<file path="config.mk">
export PLATFORM = sky130hd
export DESIGN_NAME = multicycle_ctrl_fsm
export DESIGN_NICKNAME = d
export VERILOG_FILES = /design/src/rtl/multicycle_ctrl_fsm.sv
export SDC_FILE = /design/constraint.sdc
export NUM_CORES = 1
export LEC_CHECK = 0
export ABC_CLOCK_PERIOD_IN_PS = 1700
export CAP_MARGIN = 20
export CORE_ASPECT_RATIO = 1.75
export CORE_MARGIN = 4
export CORE_UTILIZATION = 46
export DETAILED_ROUTE_END_ITERATION = 10
export PLACE_DENSITY = 0.76
export SLEW_MARGIN = 25
export SYNTH_ARGS = -nofsm -noshare
export SYNTH_HDL_FRONTEND = slang
export SYNTH_SLANG_ARGS = --single-unit
</file>
<file path="constraint.sdc">
create_clock -name clk -period 1.7 [get_ports clk]
set_input_delay 0.34 -clock clk [delete_from_list [all_inputs] [get_ports clk]]
set_output_delay 0.34 -clock clk [all_outputs]
set_load 0.01 [all_outputs]
</file>
<file path="src/rtl/multicycle_ctrl_fsm.sv">
// Multi-cycle RV32I main control FSM: sequences FETCH/DECODE/EXEC/MEM/WB, drives datapath
// enables, and adds ready handshakes, a wait timeout, an illegal-opcode trap and a retire counter.
module multicycle_ctrl_fsm #(
  parameter int OPC_W   = 7,
  parameter int TIMEOUT = 16,
  parameter int CNT_W   = 32
) (
  input  logic             clk,
  input  logic             rst_n,
  input  logic [OPC_W-1:0] opcode,
  input  logic             imem_ready,
  input  logic             dmem_ready,
  input  logic             stall,
  input  logic             branch_taken,
  output logic             imem_req,
  output logic             ir_write,
  output logic             alu_src,
  output logic [1:0]       alu_op,
  output logic             mem_read,
  output logic             mem_write,
  output logic             mem_to_reg,
  output logic             reg_write,
  output logic             pc_write,
  output logic [1:0]       pc_sel,
  output logic [1:0]       wb_sel,
  output logic             instr_done,
  output logic [CNT_W-1:0] retired_cnt,
  output logic             trap,
  output logic             bus_err
);

  localparam logic [OPC_W-1:0] OP_R     = OPC_W'(7'b0110011);
  localparam logic [OPC_W-1:0] OP_IMM   = OPC_W'(7'b0010011);
  localparam logic [OPC_W-1:0] OP_LOAD  = OPC_W'(7'b0000011);
  localparam logic [OPC_W-1:0] OP_STORE = OPC_W'(7'b0100011);
  localparam logic [OPC_W-1:0] OP_BR    = OPC_W'(7'b1100011);
  localparam logic [OPC_W-1:0] OP_JAL   = OPC_W'(7'b1101111);
  localparam logic [OPC_W-1:0] OP_JALR  = OPC_W'(7'b1100111);
  localparam logic [OPC_W-1:0] OP_AUIPC = OPC_W'(7'b0010111);
  localparam logic [OPC_W-1:0] OP_LUI   = OPC_W'(7'b0110111);

  localparam int TMAX   = (TIMEOUT > 0) ? TIMEOUT - 1 : 0;
  localparam int WAIT_W = (TMAX > 0) ? $clog2(TMAX + 1) : 1;
  localparam logic [WAIT_W-1:0] TMAX_W = WAIT_W'(TMAX);

  typedef enum logic [2:0] {FETCH, DECODE, EXEC, MEM, WB, TRAP} state_t;

  state_t             state;
  logic [OPC_W-1:0]   op_q;
  logic [WAIT_W-1:0]  wait_cnt;
  logic               pc_write_q;
  logic [1:0]         pc_sel_q;
  logic               br_exec;

  logic is_r, is_imm, is_load, is_store, is_br, is_jal, is_jalr, is_auipc, is_lui, legal;
  logic [1:0] alu_op_n, wb_sel_n, pc_sel_n;
  logic timeout_hit;

  // Class decode works only on the latched opcode, never on the live imem bus.
  always_comb begin
    is_r     = (op_q == OP_R);
    is_imm   = (op_q == OP_IMM);
    is_load  = (op_q == OP_LOAD);
    is_store = (op_q == OP_STORE);
    is_br    = (op_q == OP_BR);
    is_jal   = (op_q == OP_JAL);
    is_jalr  = (op_q == OP_JALR);
    is_auipc = (op_q == OP_AUIPC);
    is_lui   = (op_q == OP_LUI);
    legal    = is_r | is_imm | is_load | is_store | is_br | is_jal | is_jalr | is_auipc | is_lui;
    alu_op_n = is_r ? 2'b10 : is_imm ? 2'b11 : is_br ? 2'b01 : 2'b00;
    wb_sel_n = (is_jal | is_jalr) ? 2'b01 : is_lui ? 2'b10 : is_auipc ? 2'b11 : 2'b00;
    pc_sel_n = is_jal ? 2'b10 : is_jalr ? 2'b11 : 2'b00;
  end

  assign timeout_hit = (TIMEOUT > 0) && (wait_cnt == TMAX_W);

  // Handshake-dependent pulses: registered state flags qualified by the ready/compare inputs.
  assign ir_write   = imem_req & imem_ready;
  assign pc_write   = pc_write_q | br_exec | (mem_write & dmem_ready);
  assign instr_done = pc_write;
  assign pc_sel     = br_exec ? {1'b0, branch_taken} : pc_sel_q;

  always_ff @(posedge clk or negedge rst_n) begin
    if (!rst_n) begin
      state       <= FETCH;
      op_q        <= '0;
      wait_cnt    <= '0;
      retired_cnt <= '0;
      trap        <= 1'b0;
      bus_err     <= 1'b0;
      imem_req    <= 1'b0;
      alu_src     <= 1'b0;
      alu_op      <= 2'b00;
      mem_read    <= 1'b0;
      mem_write   <= 1'b0;
      mem_to_reg  <= 1'b0;
      reg_write   <= 1'b0;
      pc_write_q  <= 1'b0;
      pc_sel_q    <= 2'b00;
      wb_sel      <= 2'b00;
      br_exec     <= 1'b0;
    end else begin
      imem_req   <= 1'b0;
      alu_src    <= 1'b0;
      alu_op     <= 2'b00;
      mem_read   <= 1'b0;
      mem_write  <= 1'b0;
      mem_to_reg <= 1'b0;
      reg_write  <= 1'b0;
      pc_write_q <= 1'b0;
      pc_sel_q   <= 2'b00;
      wb_sel     <= 2'b00;
      br_exec    <= 1'b0;
      if (pc_write) retired_cnt <= retired_cnt + CNT_W'(1);

      unique case (state)
        FETCH: begin
          // The first cycle out of reset only raises imem_req; fetches are accepted once it is up.
          if (imem_req && imem_ready) begin
            op_q  <= opcode;
            state <= DECODE;
          end else if (imem_req && timeout_hit) begin
            state   <= TRAP;
            trap    <= 1'b1;
            bus_err <= 1'b1;
          end else begin
            imem_req <= 1'b1;
            if (imem_req) wait_cnt <= wait_cnt + WAIT_W'(1);
          end
        end
        DECODE: begin
          if (!stall) begin
            if (legal) begin
              state   <= EXEC;
              alu_src <= is_load | is_store | is_imm;
              alu_op  <= alu_op_n;
              br_exec <= is_br;
            end else begin
              state <= TRAP;
              trap  <= 1'b1;
            end
          end
        end
        EXEC: begin
          if (is_br) begin
            state    <= FETCH;
            imem_req <= 1'b1;
            wait_cnt <= '0;
          end else if (is_load || is_store) begin
            state     <= MEM;
            mem_read  <= is_load;
            mem_write <= is_store;
            wait_cnt  <= '0;
          end else begin
            state      <= WB;
            reg_write  <= 1'b1;
            wb_sel     <= wb_sel_n;
            pc_sel_q   <= pc_sel_n;
            pc_write_q <= 1'b1;
          end
        end
        MEM: begin
          if (dmem_ready) begin
            if (is_load) begin
              state      <= WB;
              reg_write  <= 1'b1;
              mem_to_reg <= 1'b1;
              wb_sel     <= wb_sel_n;
              pc_sel_q   <= pc_sel_n;
              pc_write_q <= 1'b1;
            end else begin
              state    <= FETCH;
              imem_req <= 1'b1;
              wait_cnt <= '0;
            end
          end else if (timeout_hit) begin
            state   <= TRAP;
            trap    <= 1'b1;
            bus_err <= 1'b1;
          end else begin
            mem_read  <= is_load;
            mem_write <= is_store;
            wait_cnt  <= wait_cnt + WAIT_W'(1);
          end
        end
        WB: begin
          state    <= FETCH;
          imem_req <= 1'b1;
          wait_cnt <= '0;
        end
        TRAP: begin
          state <= TRAP;
        end
        default: state <= FETCH;
      endcase
    end
  end

endmodule

</file>
==> out/qor.txt <==
Status -> finished with violations
Failing checks -> negative setup slack
Die Wd -> 68.0 um
Worst Setup SP -> op_q[3]
Reg power frac -> 36.0%
Final WS setup -> -0.0797 ns
Syn_nets -> 287
Sequential share of the synthesized area -> 52.7%
Reg2Reg Depth -> 6
Leading cell type in the layout, fill and taps excluded -> buf_4
Worst Hold Class -> reg -> reg
Fin. max-slew vios -> 0
Antenna violation net count after detailed routing -> 0
Core area -> 6180 sq um
Unique masters post-synth -> 56
Root Driver -> clkbuf_8
Num CTS Buffers -> 9
WP buf/inv -> 1
Number of global-route vias before repair -> 2,666
Clk buf depth -> 2
Mapped Cells -> 272
Net Sw Frac -> 30.3%
CTS H-tree lvls -> 3
Gp weighted congestion -> 0.956
Final Cell Area -> 4580 sq um
R2r startpoint -> op_q[3]
Vias post-DR -> 2,689
RSZ-0062 raised after global routing -> yes
Total power draw -> 5.28 mW
Worst-skew pair later-pin latency -> 0.34 ns
Period minus WS final -> 1.78 ns
Antenna violations before repair -> 0
Area contributors post-synth -> dfrtp_1 53%, xnor2_1 7.9%, mux2_2 3.1%
Startpoint Class -> register
Buffers on Ports -> 61
Synth warnings -> 0
DRC viols -> 0
CTS tree -> built
Final net count -> 420
WL per Instance -> 16.4 um
Routed wire length -> 8020 um
Clock power frac -> 31.1%
Final setup fails -> 7
P_sw -> 1.60 mW
Share of cells above drive strength 1 -> 34.6%
Antenna diodes -> 0
Worst endpoint required time -> 1.92 ns
Crit path max-delay family -> compound AO/OA/AOI/OAI gates
Post-synth top area share -> 52.7%
Maxcap violations -> 0
Biggest regs -> retired_cnt x32, op_q x7, wait_cnt x4
Die area -> 7690 sq um
Asr flop ratio synth -> 100%
Initial Utilization -> 46.9%
Site Rows -> 38
Static Leak -> 2.19 nW
Clk_skew -> 0.00879 ns
Placed cell areas -> 4040 sq um
Final hold vios -> 0
Rel. slew slack -> 71.0%
# IOs -> 62
Commonest cells after routing, fill and taps aside -> 62 x buf_4, 54 x dfrtp_1, 38 x clkdlybuf4s50_1
Slowest cell on the critical path -> dfrtp_1
Seq cells post-synth -> 61
Slowest stage delay, CP -> 0.40 ns
P_int -> 3.68 mW
Synth area leader -> dfrtp_1
Power Density -> 1150 nW/um^2
Via density per instance -> 5.49
First-pass GRT wire length -> 12,200 um
Final-layout fill cell count -> 418
Worst-path cell chain -> nand4bb_4 -> or2_4 -> a211oi_4 -> inv_2 -> o31ai_2 -> o31ai_1
Prevailing post-synth register cell -> dfrtp_1
CP Capture Type -> register
Area Growth Syn to Fin -> 58.1%
Setup TNS -> -0.259 ns
Max reg flops -> 32
Pin count of the biggest net entering global routing -> 29
R2r setup slk -> -0.08 ns
Worst Setup EP -> wait_cnt[3]
Clock-pin slew on the worst setup and hold paths -> 0.07 ns
Syn Area/Cell -> 10.7 sq um
Sink Count -> 61
RR Endpoint -> wait_cnt[3]
Worst path arrival time -> 2.00 ns
Cell Area, Synth -> 2900 sq um
VDD IR-drop max -> 875 uV
Part of the power in combinational logic -> 32.9%
Setup Crit Path Kind -> reg -> reg
Dpl hpwl -> 5690 um
Top reg by flops -> retired_cnt
Crit Path Max Fanout -> 6
Max Freq -> 562 MHz
Worst-Margin Slew -> 0.435 ns
DR pass1 iterations -> 4
Crit. path cell count -> 6
Number of synthesized flops with an enable pin -> 0
GR Overflow Total -> 0
Initial DRC Count -> 171
Die Y -> 113 um
Final Cycle Share -> 105%
Tot GR Track Use -> 21.2%
[synth_stat cells (all sizes together), types with 2 or more instances]
library cell,n
nor2b,4
or3b,2
o31ai,5
nand2,21
nand3,13
nand4,12
xor2,5
a31oi,2
xnor2,26
or2,3
nor4,2
nand2b,4
ha,2
clkbuf,5
mux2,8
and3,5
a22o,2
and2,3
inv,9
nand3b,2
nor3,5
buf,5
and4,2
a211oi,2
o21ai,8
dfrtp,61
a21oi,7
a21o,2
nor2,23
nor3b,4
[power groups by stage]
stage	clock, mW	combinational [mW]	sequential, mW
2_1_floorplan	0	0.875	1.81
3_3_place_gp	0	1.52	1.87
3_5_place_dp	0	1.54	1.87
4_1_cts	1.66	1.57	1.85
5_1_grt	1.74	1.90	1.93
6_report	1.64	1.74	1.90
[cell type report]
cell class                      count  area, sq um  area share, %
Sequential cell                    61         1540           33.5
Multi-Input combinational cell    192         1470           32.0
Timing Repair Buffer              132         1190           25.9
Clock buffer                       13          169           3.68
Tap cell                           80          100           2.18
Clock inverter                      3         90.1           1.97
Inverter                            9         33.8          0.737
[routing by layer]
| layer | routed length (um) | share of wire [%] | global-route usage, % | up-vias |
|---|---|---|---|---|
| met1 | 2770 | 34 | 22.3 | 1338 |
| met4 | 248 | 3.1 | 9.16 | 0 |
| li1 | - | - | - | 1227 |
| met3 | 406 | 5.1 | 4.77 | 21 |
| met2 | 4600 | 57 | 38.5 | 103 |
| met5 | 0 | 0 | 0 | - |
[worst reg2reg max path, delay by kind of cell (launching register included)]
kind                   cells  cell delay [ns]
buffers and inverters      1             0.13
DFF                        1             0.40
and+or+nand+nor            2             0.51
AOI/OAI and AO/OA          3             0.63
[stage by stage]
stage / cells / worst slack (ns) / hold WS (ns) / utilization, %
final: 490 / -0.0797 / 0.474 / 74.2
after CTS: 484 / -0.138 / 0.476 / 70.9
after global placement: 462 / -0.399 / 0.293 / 65.4
after floorplan: 272 / -0.0114 / 0.0444 / -
after global routing: 490 / -0.172 / 0.478 / 74.2
after detailed placement: 462 / -0.436 / 0.305 / 65.4
[kinds of logic after synthesis]
group / after synthesis / share of synthesized area, %
mux: 9 / 3.45
fa+ha+maj: 2 / 0.863
buf+inv: 19 / 2.76
simple gates: 112 / 21.6
compound gates: 38 / 9.28
xor+xnor: 31 / 9.37
flops: 61 / 52.7
[repair_timing]
| item | in CTS | in global routing |
|---|---|---|
| resized for setup | 32 | 45 |
| endpoints found under the setup margin | 38 | 43 |
| endpoints found under the hold margin | 15 | 0 |
| cloned | 0 | 0 |
| pin swaps | 7 | 9 |
| hold buffers | 1 | 0 |
| buffers inserted | 5 | 7 |
[worst min path at each step]
stage / start / to / slack, ns / depth (start not counted)
after floorplan: rst_n / alu_op[0] / 0.04 / 0
after global placement: rst_n / retired_cnt[25] / 0.29 / 1
after detailed placement: rst_n / retired_cnt[25] / 0.30 / 1
after CTS: retired_cnt[31] / retired_cnt[31] / 0.48 / 1
after global routing: retired_cnt[31] / retired_cnt[31] / 0.48 / 1
final: retired_cnt[31] / retired_cnt[31] / 0.47 / 1
No activity file was read; power rests on OpenSTA's default activity.
